==> config.mk <==
export PLATFORM = sky130hd
export DESIGN_NAME = csr_access_ctrl
export DESIGN_NICKNAME = d
export VERILOG_FILES = /design/src/rtl/csr_access_ctrl_pkg.sv /design/src/rtl/csr_access_ctrl_arb.sv /design/src/rtl/csr_access_ctrl.sv
export SDC_FILE = /design/constraint.sdc
export NUM_CORES = 1
export LEC_CHECK = 0
export BUFFER_PORTS_ARGS = -buffer_cell sky130_fd_sc_hd__buf_2
export CAP_MARGIN = 20
export CORE_ASPECT_RATIO = 1.2
export CORE_MARGIN = 2
export CORE_UTILIZATION = 50
export CTS_CLUSTER_SIZE = 16
export DETAILED_ROUTE_END_ITERATION = 8
export PLACE_DENSITY = 0.72
export SLEW_MARGIN = 0
export SYNTH_ARGS = -nofsm -noshare
export SYNTH_HDL_FRONTEND = slang
export SYNTH_HIERARCHICAL = 1
export SYNTH_SLANG_ARGS = --single-unit
==> constraint.sdc <==
create_clock -name clk -period 3.4 [get_ports clk]
set_clock_uncertainty 0.15 [all_clocks]
set_input_delay 0.17 -clock clk [delete_from_list [all_inputs] [get_ports clk]]
set_output_delay 0.17 -clock clk [all_outputs]
set_load 0.1 [all_outputs]
==> src/rtl/csr_access_ctrl_pkg.sv <==
// Package: csr_access_ctrl_pkg
// Shared definitions for the machine CSR access controller:
//   - CSR addresses of the implemented machine CSRs and counters
//   - CSR operation encodings (READ / WRITE / SET / CLEAR)
//   - controller FSM state encodings
//   - helpers for address decode and read-modify computation
package csr_access_ctrl_pkg;

  localparam logic [11:0] CSR_MTVEC    = 12'h305;
  localparam logic [11:0] CSR_MSCRATCH = 12'h340;
  localparam logic [11:0] CSR_MEPC     = 12'h341;
  localparam logic [11:0] CSR_CYCLE    = 12'hC00;
  localparam logic [11:0] CSR_CYCLEH   = 12'hC80;
  localparam logic [11:0] CSR_INSTRET  = 12'hC02;
  localparam logic [11:0] CSR_INSTRETH = 12'hC82;

  typedef enum logic [1:0] {
    CSR_OP_READ  = 2'b00,
    CSR_OP_WRITE = 2'b01,
    CSR_OP_SET   = 2'b10,
    CSR_OP_CLEAR = 2'b11
  } csr_op_e;

  typedef enum logic [1:0] {
    CSRC_IDLE = 2'b00,
    CSRC_RD   = 2'b01,
    CSRC_WB   = 2'b10
  } csrc_state_e;

  function automatic logic csr_is_legal(input logic [11:0] adr);
    case (adr)
      CSR_MTVEC, CSR_MSCRATCH, CSR_MEPC,
      CSR_CYCLE, CSR_CYCLEH, CSR_INSTRET, CSR_INSTRETH: csr_is_legal = 1'b1;
      default:                                          csr_is_legal = 1'b0;
    endcase
  endfunction

  function automatic logic csr_is_ro(input logic [11:0] adr);
    case (adr)
      CSR_CYCLE, CSR_CYCLEH, CSR_INSTRET, CSR_INSTRETH: csr_is_ro = 1'b1;
      default:                                          csr_is_ro = 1'b0;
    endcase
  endfunction

  // New CSR value for a given op; READ leaves the value untouched.
  function automatic logic [31:0] csr_modify(input csr_op_e     op,
                                             input logic [31:0] old_val,
                                             input logic [31:0] wdata);
    case (op)
      CSR_OP_WRITE: csr_modify = wdata;
      CSR_OP_SET:   csr_modify = old_val | wdata;
      CSR_OP_CLEAR: csr_modify = old_val & ~wdata;
      default:      csr_modify = old_val;
    endcase
  endfunction

  // SET/CLEAR with a zero mask is a pure read, so it never writes and never
  // trips the read-only check.
  function automatic logic csr_wants_write(input csr_op_e     op,
                                           input logic [31:0] wdata);
    case (op)
      CSR_OP_WRITE:              csr_wants_write = 1'b1;
      CSR_OP_SET, CSR_OP_CLEAR:  csr_wants_write = (wdata != 32'h0);
      default:                   csr_wants_write = 1'b0;
    endcase
  endfunction

endpackage

==> src/rtl/csr_access_ctrl_arb.sv <==
// Module: csr_rr_arb
// Two-way round-robin arbiter. When both requesters are valid the one that
// was not granted last wins; a lone requester is always granted.
// Ports:
//   valid_i      [1:0]  request valid per requester
//   last_grant_i        id of the requester granted most recently
//   grant_o      [1:0]  one-hot grant, zero when nothing is valid
module csr_rr_arb (
  input  logic [1:0] valid_i,
  input  logic       last_grant_i,
  output logic [1:0] grant_o
);

  always_comb begin
    grant_o = 2'b00;
    case (valid_i)
      2'b01:   grant_o = 2'b01;
      2'b10:   grant_o = 2'b10;
      2'b11:   grant_o = last_grant_i ? 2'b01 : 2'b10;
      default: grant_o = 2'b00;
    endcase
  end

endmodule

==> src/rtl/csr_access_ctrl.sv <==
// Module: csr_access_ctrl
// Owns machine CSR storage (mtvec, mscratch, mepc) and the 64-bit cycle and
// instret counters, and serialises read-modify-write accesses from two
// requesters (0 = core, 1 = debug) onto one shared response port.
//
// State table:
//   state     | meaning
//   CSRC_IDLE | waiting for a request; req_ready shows the arbiter grant
//   CSRC_RD   | old CSR value read, error decided, response registered
//   CSRC_WB   | new value written back; resp_valid high this cycle
//
// Ports:
//   clk, rst_n           clock, async active-low reset
//   req_valid[1:0]       request valid per requester
//   req_ready[1:0]       accept per requester (one-hot or zero)
//   req_op[3:0]          op per requester, requester i in [2i+1:2i]
//   req_adr[23:0]        CSR address per requester, requester i in [12i+11:12i]
//   req_wdata[63:0]      operand per requester, requester i in [32i+31:32i]
//   instret_inc          retire pulse
//   resp_valid           one-cycle response strobe
//   resp_id              requester owning the response
//   resp_rdata           CSR value before modification (0 on illegal address)
//   resp_err             illegal address or modifying write to a read-only CSR
module csr_access_ctrl
  import csr_access_ctrl_pkg::*;
#(
  parameter int          XLEN      = 32,
  parameter logic [31:0] MTVEC_RST = 32'h0000_0000,
  parameter logic [31:0] MSCR_RST  = 32'h0000_0000
) (
  input  logic              clk,
  input  logic              rst_n,
  input  logic [1:0]        req_valid,
  output logic [1:0]        req_ready,
  input  logic [3:0]        req_op,
  input  logic [23:0]       req_adr,
  input  logic [2*XLEN-1:0] req_wdata,
  input  logic              instret_inc,
  output logic              resp_valid,
  output logic              resp_id,
  output logic [XLEN-1:0]   resp_rdata,
  output logic              resp_err
);

  csrc_state_e     state_q;
  logic            last_grant_q;
  logic            cur_id_q;
  csr_op_e         op_q;
  logic [11:0]     adr_q;
  logic [XLEN-1:0] wdata_q;
  logic [XLEN-1:0] old_q;
  logic            we_q;

  logic [XLEN-1:0] mtvec_q;
  logic [XLEN-1:0] mscratch_q;
  logic [XLEN-1:0] mepc_q;
  logic [63:0]     cycle_q,   cycle_d;
  logic [63:0]     instret_q, instret_d;

  logic            resp_valid_q;
  logic            resp_id_q;
  logic [XLEN-1:0] resp_rdata_q;
  logic            resp_err_q;

  logic [1:0]      grant;
  logic            grant_id;
  logic            hs;
  logic [XLEN-1:0] rd_val;
  logic            rd_err;
  logic            rd_mod;
  logic [XLEN-1:0] wb_data_d;

  csr_rr_arb u_arb (
    .valid_i      (req_valid),
    .last_grant_i (last_grant_q),
    .grant_o      (grant)
  );

  // Ready is gated by rst_n so it drops the moment reset is asserted.
  always_comb begin
    req_ready = 2'b00;
    if (rst_n && (state_q == CSRC_IDLE)) begin
      req_ready = grant;
    end
    hs       = |(req_valid & req_ready);
    grant_id = grant[1];
  end

  // Read mux; unmapped addresses read as zero.
  always_comb begin
    rd_val = '0;
    case (adr_q)
      CSR_MTVEC:    rd_val = mtvec_q;
      CSR_MSCRATCH: rd_val = mscratch_q;
      CSR_MEPC:     rd_val = mepc_q;
      CSR_CYCLE:    rd_val = cycle_q[31:0];
      CSR_CYCLEH:   rd_val = cycle_q[63:32];
      CSR_INSTRET:  rd_val = instret_q[31:0];
      CSR_INSTRETH: rd_val = instret_q[63:32];
      default:      rd_val = '0;
    endcase
  end

  always_comb begin
    rd_mod    = csr_wants_write(op_q, wdata_q);
    rd_err    = !csr_is_legal(adr_q) || (csr_is_ro(adr_q) && rd_mod);
    wb_data_d = csr_modify(op_q, old_q, wdata_q);
  end

  always_ff @(posedge clk or negedge rst_n) begin
    if (!rst_n) begin
      state_q      <= CSRC_IDLE;
      last_grant_q <= 1'b1;
      cur_id_q     <= 1'b0;
      op_q         <= CSR_OP_READ;
      adr_q        <= '0;
      wdata_q      <= '0;
      old_q        <= '0;
      we_q         <= 1'b0;
      mtvec_q      <= MTVEC_RST;
      mscratch_q   <= MSCR_RST;
      mepc_q       <= '0;
      resp_valid_q <= 1'b0;
      resp_id_q    <= 1'b0;
      resp_rdata_q <= '0;
      resp_err_q   <= 1'b0;
    end else begin
      case (state_q)
        CSRC_IDLE: begin
          if (hs) begin
            cur_id_q     <= grant_id;
            op_q         <= csr_op_e'(grant_id ? req_op[3:2] : req_op[1:0]);
            adr_q        <= grant_id ? req_adr[23:12] : req_adr[11:0];
            wdata_q      <= grant_id ? req_wdata[2*XLEN-1:XLEN] : req_wdata[XLEN-1:0];
            last_grant_q <= grant_id;
            state_q      <= CSRC_RD;
          end
        end
        CSRC_RD: begin
          // The response is fully known here, so it is registered now and
          // appears in WB alongside the write-back.
          old_q        <= rd_val;
          we_q         <= rd_mod && !rd_err;
          resp_valid_q <= 1'b1;
          resp_id_q    <= cur_id_q;
          resp_rdata_q <= rd_val;
          resp_err_q   <= rd_err;
          state_q      <= CSRC_WB;
        end
        CSRC_WB: begin
          resp_valid_q <= 1'b0;
          if (we_q) begin
            case (adr_q)
              CSR_MTVEC:    mtvec_q    <= wb_data_d;
              CSR_MSCRATCH: mscratch_q <= wb_data_d;
              CSR_MEPC:     mepc_q     <= {wb_data_d[XLEN-1:2], 2'b00};
              default:      ;
            endcase
          end
          state_q <= CSRC_IDLE;
        end
        default: begin
          resp_valid_q <= 1'b0;
          state_q      <= CSRC_IDLE;
        end
      endcase
    end
  end

  // Free-running counters, independent of the access FSM.
  always_comb begin
    cycle_d   = cycle_q + 64'd1;
    instret_d = instret_q + {63'd0, instret_inc};
  end

  always_ff @(posedge clk or negedge rst_n) begin
    if (!rst_n) begin
      cycle_q   <= '0;
      instret_q <= '0;
    end else begin
      cycle_q   <= cycle_d;
      instret_q <= instret_d;
    end
  end

  assign resp_valid = resp_valid_q;
  assign resp_id    = resp_id_q;
  assign resp_rdata = resp_rdata_q;
  assign resp_err   = resp_err_q;

endmodule
==> impl_metrics.json <==
{
  "fin_crit_sh": 0.820,
  "p_seq_frac": 0.433,
  "pwr-share-clk": 0.348,
  "die_w_um": 163,
  "setup_viol": 0,
  "cellLeakagePower_nw": 8.26,
  "synth_edf_count": 0,
  "crit_fanout": 62,
  "tightestPinTransition_ps": 1140,
  "outcome": "complete, no violations",
  "grt_use_total": 0.262,
  "viasPerCell": 5.87,
  "worst-r2r-cell-count": 5,
  "ys.flop_type": "dfrtp_1",
  "grt_pass1_vias": 12500,
  "cts_resized": 0,
  "wl_um": 41600,
  "crit_path_start_kind": "register",
  "coreArea_sq_um": 29800,
  "final_nets": 1826,
  "cts_root_buf": "clkbuf_16",
  "max_stage_delay_ps": 870,
  "slew_headroom": 0.240,
  "hold_path_class": "input pin to register",
  "syn_avg_cell_area_sq_um": 9.96,
  "synthCells": 1525,
  "cts.sinks": 308,
  "worstSetupPathType": "register to register",
  "wl_per_cell_um": 19.4,
  "holdPathStages": 4,
  "antenna_found_initial": 0,
  "cts_tree": "built",
  "ant_nets": 0,
  "port_buffers": 133,
  "cp_data_required_time_ps": 3660,
  "drive_above_1_share": 0.162,
  "min_to": "last_grant_q$_DFFE_PN1P_",
  "switchingPower_mw": 3.41,
  "timing.rr.end": "wdata_q[15]$_DFFE_PN0P_",
  "p_sw_frac": 0.328,
  "gr-usage-met2": 0.438,
  "cts-htree-levels": 1,
  "syn_area_sq_um": 15200,
  "use_met3": 0.0391,
  "r2r_setup_slack_ps": 610,
  "grt_overflow": 0,
  "grt_pass1_wl_um": 66200,
  "cts-buffers-inserted": 31,
  "drtIter0Drc": 1296,
  "arrival_ps": 3050,
  "min_period_ps": 2790,
  "remaining_drc_errors": 0,
  "place_area_sq_um": 16300,
  "fillers": 2356,
  "grtUsageMet1": 0.347,
  "ios": 134,
  "async_flop_share": 1.00,
  "endpoint_kind": "register",
  "cpMaxStageDelayCell": "a22oi_2",
  "fmax_ghz": 0.359,
  "place_inst": 1988,
  "seq_area_sq_um": 7710,
  "drt-pass1-iter-count": 6,
  "hold_violations": 0,
  "num_antenna_cells": 0,
  "p_per_area_nw_per_um2": 567,
  "p_int_mw": 6.98,
  "ir_drop_mv": 0.550,
  "synth.distinct_cells": 55,
  "seq_area_frac_synth": 0.507,
  "final_cells": 2139,
  "synth.net_count": 1625,
  "dieArea_sq_um": 31800,
  "rsz0062_at_grt": "false",
  "design_area_sq_um": 18300,
  "finalSetupTns_ps": 0,
  "post_cts_buffers": 0,
  "place.gp.congestion": 0.850,
  "area_growth_pct": 20.7,
  "ys_ff_latch": 308,
  "combPwrFrac": 0.220,
  "multi_input_area_sq_um": 7110,
  "fp-row-count": 69,
  "drv_cap": 0,
  "crit_chain": "a21boi_4, nor4bb_4, a22oi_2, buf_4, o21ai_0",
  "total_power_mw": 10.4,
  "clk_path_buf_depth": 3,
  "top_usage_layer": "met2",
  "path_clk_slew_ps": 70,
  "maxSlewViolCount": 0,
  "yosysWarnings": 6,
  "die_h_um": 195,
  "r2r-start": "last_grant_q$_DFFE_PN1P_",
  "initial_core_util": 0.510,
  "clock_latency_ps": 560,
  "grt_max_degree": 178,
  "hp-start": "req_valid[1]",
  "hpwl_um": 26800,
  "vias": 12600
}
-- Yosys cell counts, types with 5 or more instances --
library cell,instances,share of area
nor3_1,41,0.014
xnor2_1,51,0.029
nor2b_1,34,0.014
dfrtp_1,307,0.51
buf_1,5,0.0012
nor4_1,20,0.0082
mux2i_1,47,0.031
nand3_1,44,0.014
mux4_2,15,0.022
nor2_1,96,0.024
inv_1,28,0.0069
nand2_1,241,0.060
and3_1,8,0.0033
a32o_1,43,0.028
o21ai_0,173,0.057
xor2_1,73,0.042
mux2_2,26,0.019
a21oi_1,32,0.011
and4_1,5,0.0029
clkbuf_1,81,0.020
a211oi_1,16,0.0079
nand4_1,32,0.013
a221oi_1,48,0.028
-- layout make-up --
cell class                      count  share of cell area
Timing Repair Buffer              256               0.101
Clock inverter                     20              0.0139
Tap cell                          390              0.0266
Inverter                           28             0.00573
Clock buffer                       36              0.0444
Sequential cell                   308               0.421
Multi-Input combinational cell   1101               0.388
-- worst max-delay path by stage --
stage / startpoint / to / slack [ps] / cells after the start
floorplan: last_grant_q$_DFFE_PN1P_ / adr_q[10]$_DFFE_PN0P_ / 420 / 7
global placement: last_grant_q$_DFFE_PN1P_ / wdata_q[25]$_DFFE_PN0P_ / 720 / 5
detailed placement: last_grant_q$_DFFE_PN1P_ / wdata_q[22]$_DFFE_PN0P_ / 640 / 5
CTS: last_grant_q$_DFFE_PN1P_ / wdata_q[4]$_DFFE_PN0P_ / 650 / 5
global route: last_grant_q$_DFFE_PN1P_ / wdata_q[29]$_DFFE_PN0P_ / 270 / 5
finish: last_grant_q$_DFFE_PN1P_ / wdata_q[15]$_DFFE_PN0P_ / 610 / 5
-- power by group through the flow --
stage	registers [mW]	logic, mW	clock network, mW
6_report	4.50	2.29	3.61
3_3_place_gp	4.52	2.06	0
5_1_grt	4.53	2.50	3.82
4_1_cts	4.48	2.25	3.65
3_5_place_dp	4.53	2.11	0
2_1_floorplan	4.41	1.44	0
-- what timing repair did --
| action | CTS | global route |
|---|---|---|
| setup endpoints to repair | 0 | 0 |
| endpoints found under the hold margin | 179 | 0 |
| hold buffers | 95 | 0 |
-- cells in the final DEF, fill, tap and decap left out, types with 43 or more instances in the layout --
cell	count
dfrtp_1	305
nand2_1	241
o21ai_0	173
buf_2	132
nor2_1	95
dlygate4sd3_1	95
xor2_1	73
xnor2_1	51
a221oi_1	48
mux2i_1	47
nand3_1	43
a32o_1	43
-- sequential cells by signal (all words and copies together) (netlist names) --
signal	flops
mtvec_q	32
resp_rdata	32
adr_q	12
we_q	1
state_q	2
mscratch_q	32
resp_valid	1
resp_err	1
instret_q	64
last_grant_q	1
resp_id	1
cur_id_q	1
mepc_q	30
op_q	2
wdata_q	32
cycle_q	64
-- metal layers --
metal / share of wire / vias to the layer above / wire (um)
li1: - / 5871 / -
met1: 0.42 / 6149 / 17400
met2: 0.48 / 436 / 20000
met3: 0.063 / 97 / 2620
met4: 0.038 / 0 / 1570
met5: 0 / - / 0
-- cells by family (layout without fill, tap and decap cells) --
family                     after synthesis  in the layout  synth area share
DFF                                    308            308             0.507
AOI/OAI and AO/OA                      325            325             0.138
xor gates and xnor gates               124            124            0.0715
buffers and inverters                  116            340            0.0292
and+or+nand+nor                        560            560             0.177
muxes                                   89             89            0.0742
adders and majority gates                3              3           0.00247
-- through the flow --
step	util	setup slack (ps)	hold WS (ps)
global placement	0.548	722	-124
floorplan	-	420	-276
detailed placement	0.548	639	-122
global route	0.615	269	164
finish	0.615	611	67.1
CTS	0.615	655	64.0
-- worst max-delay path, delay by kind of cell, from the launching register on --
family / cells / cell delay (ps)
AOI/OAI and AO/OA: 3 / 1140
DFF: 1 / 570
buffers and inverters: 1 / 570
and+or+nand+nor: 1 / 170
Power figures use the tool's default switching activity.
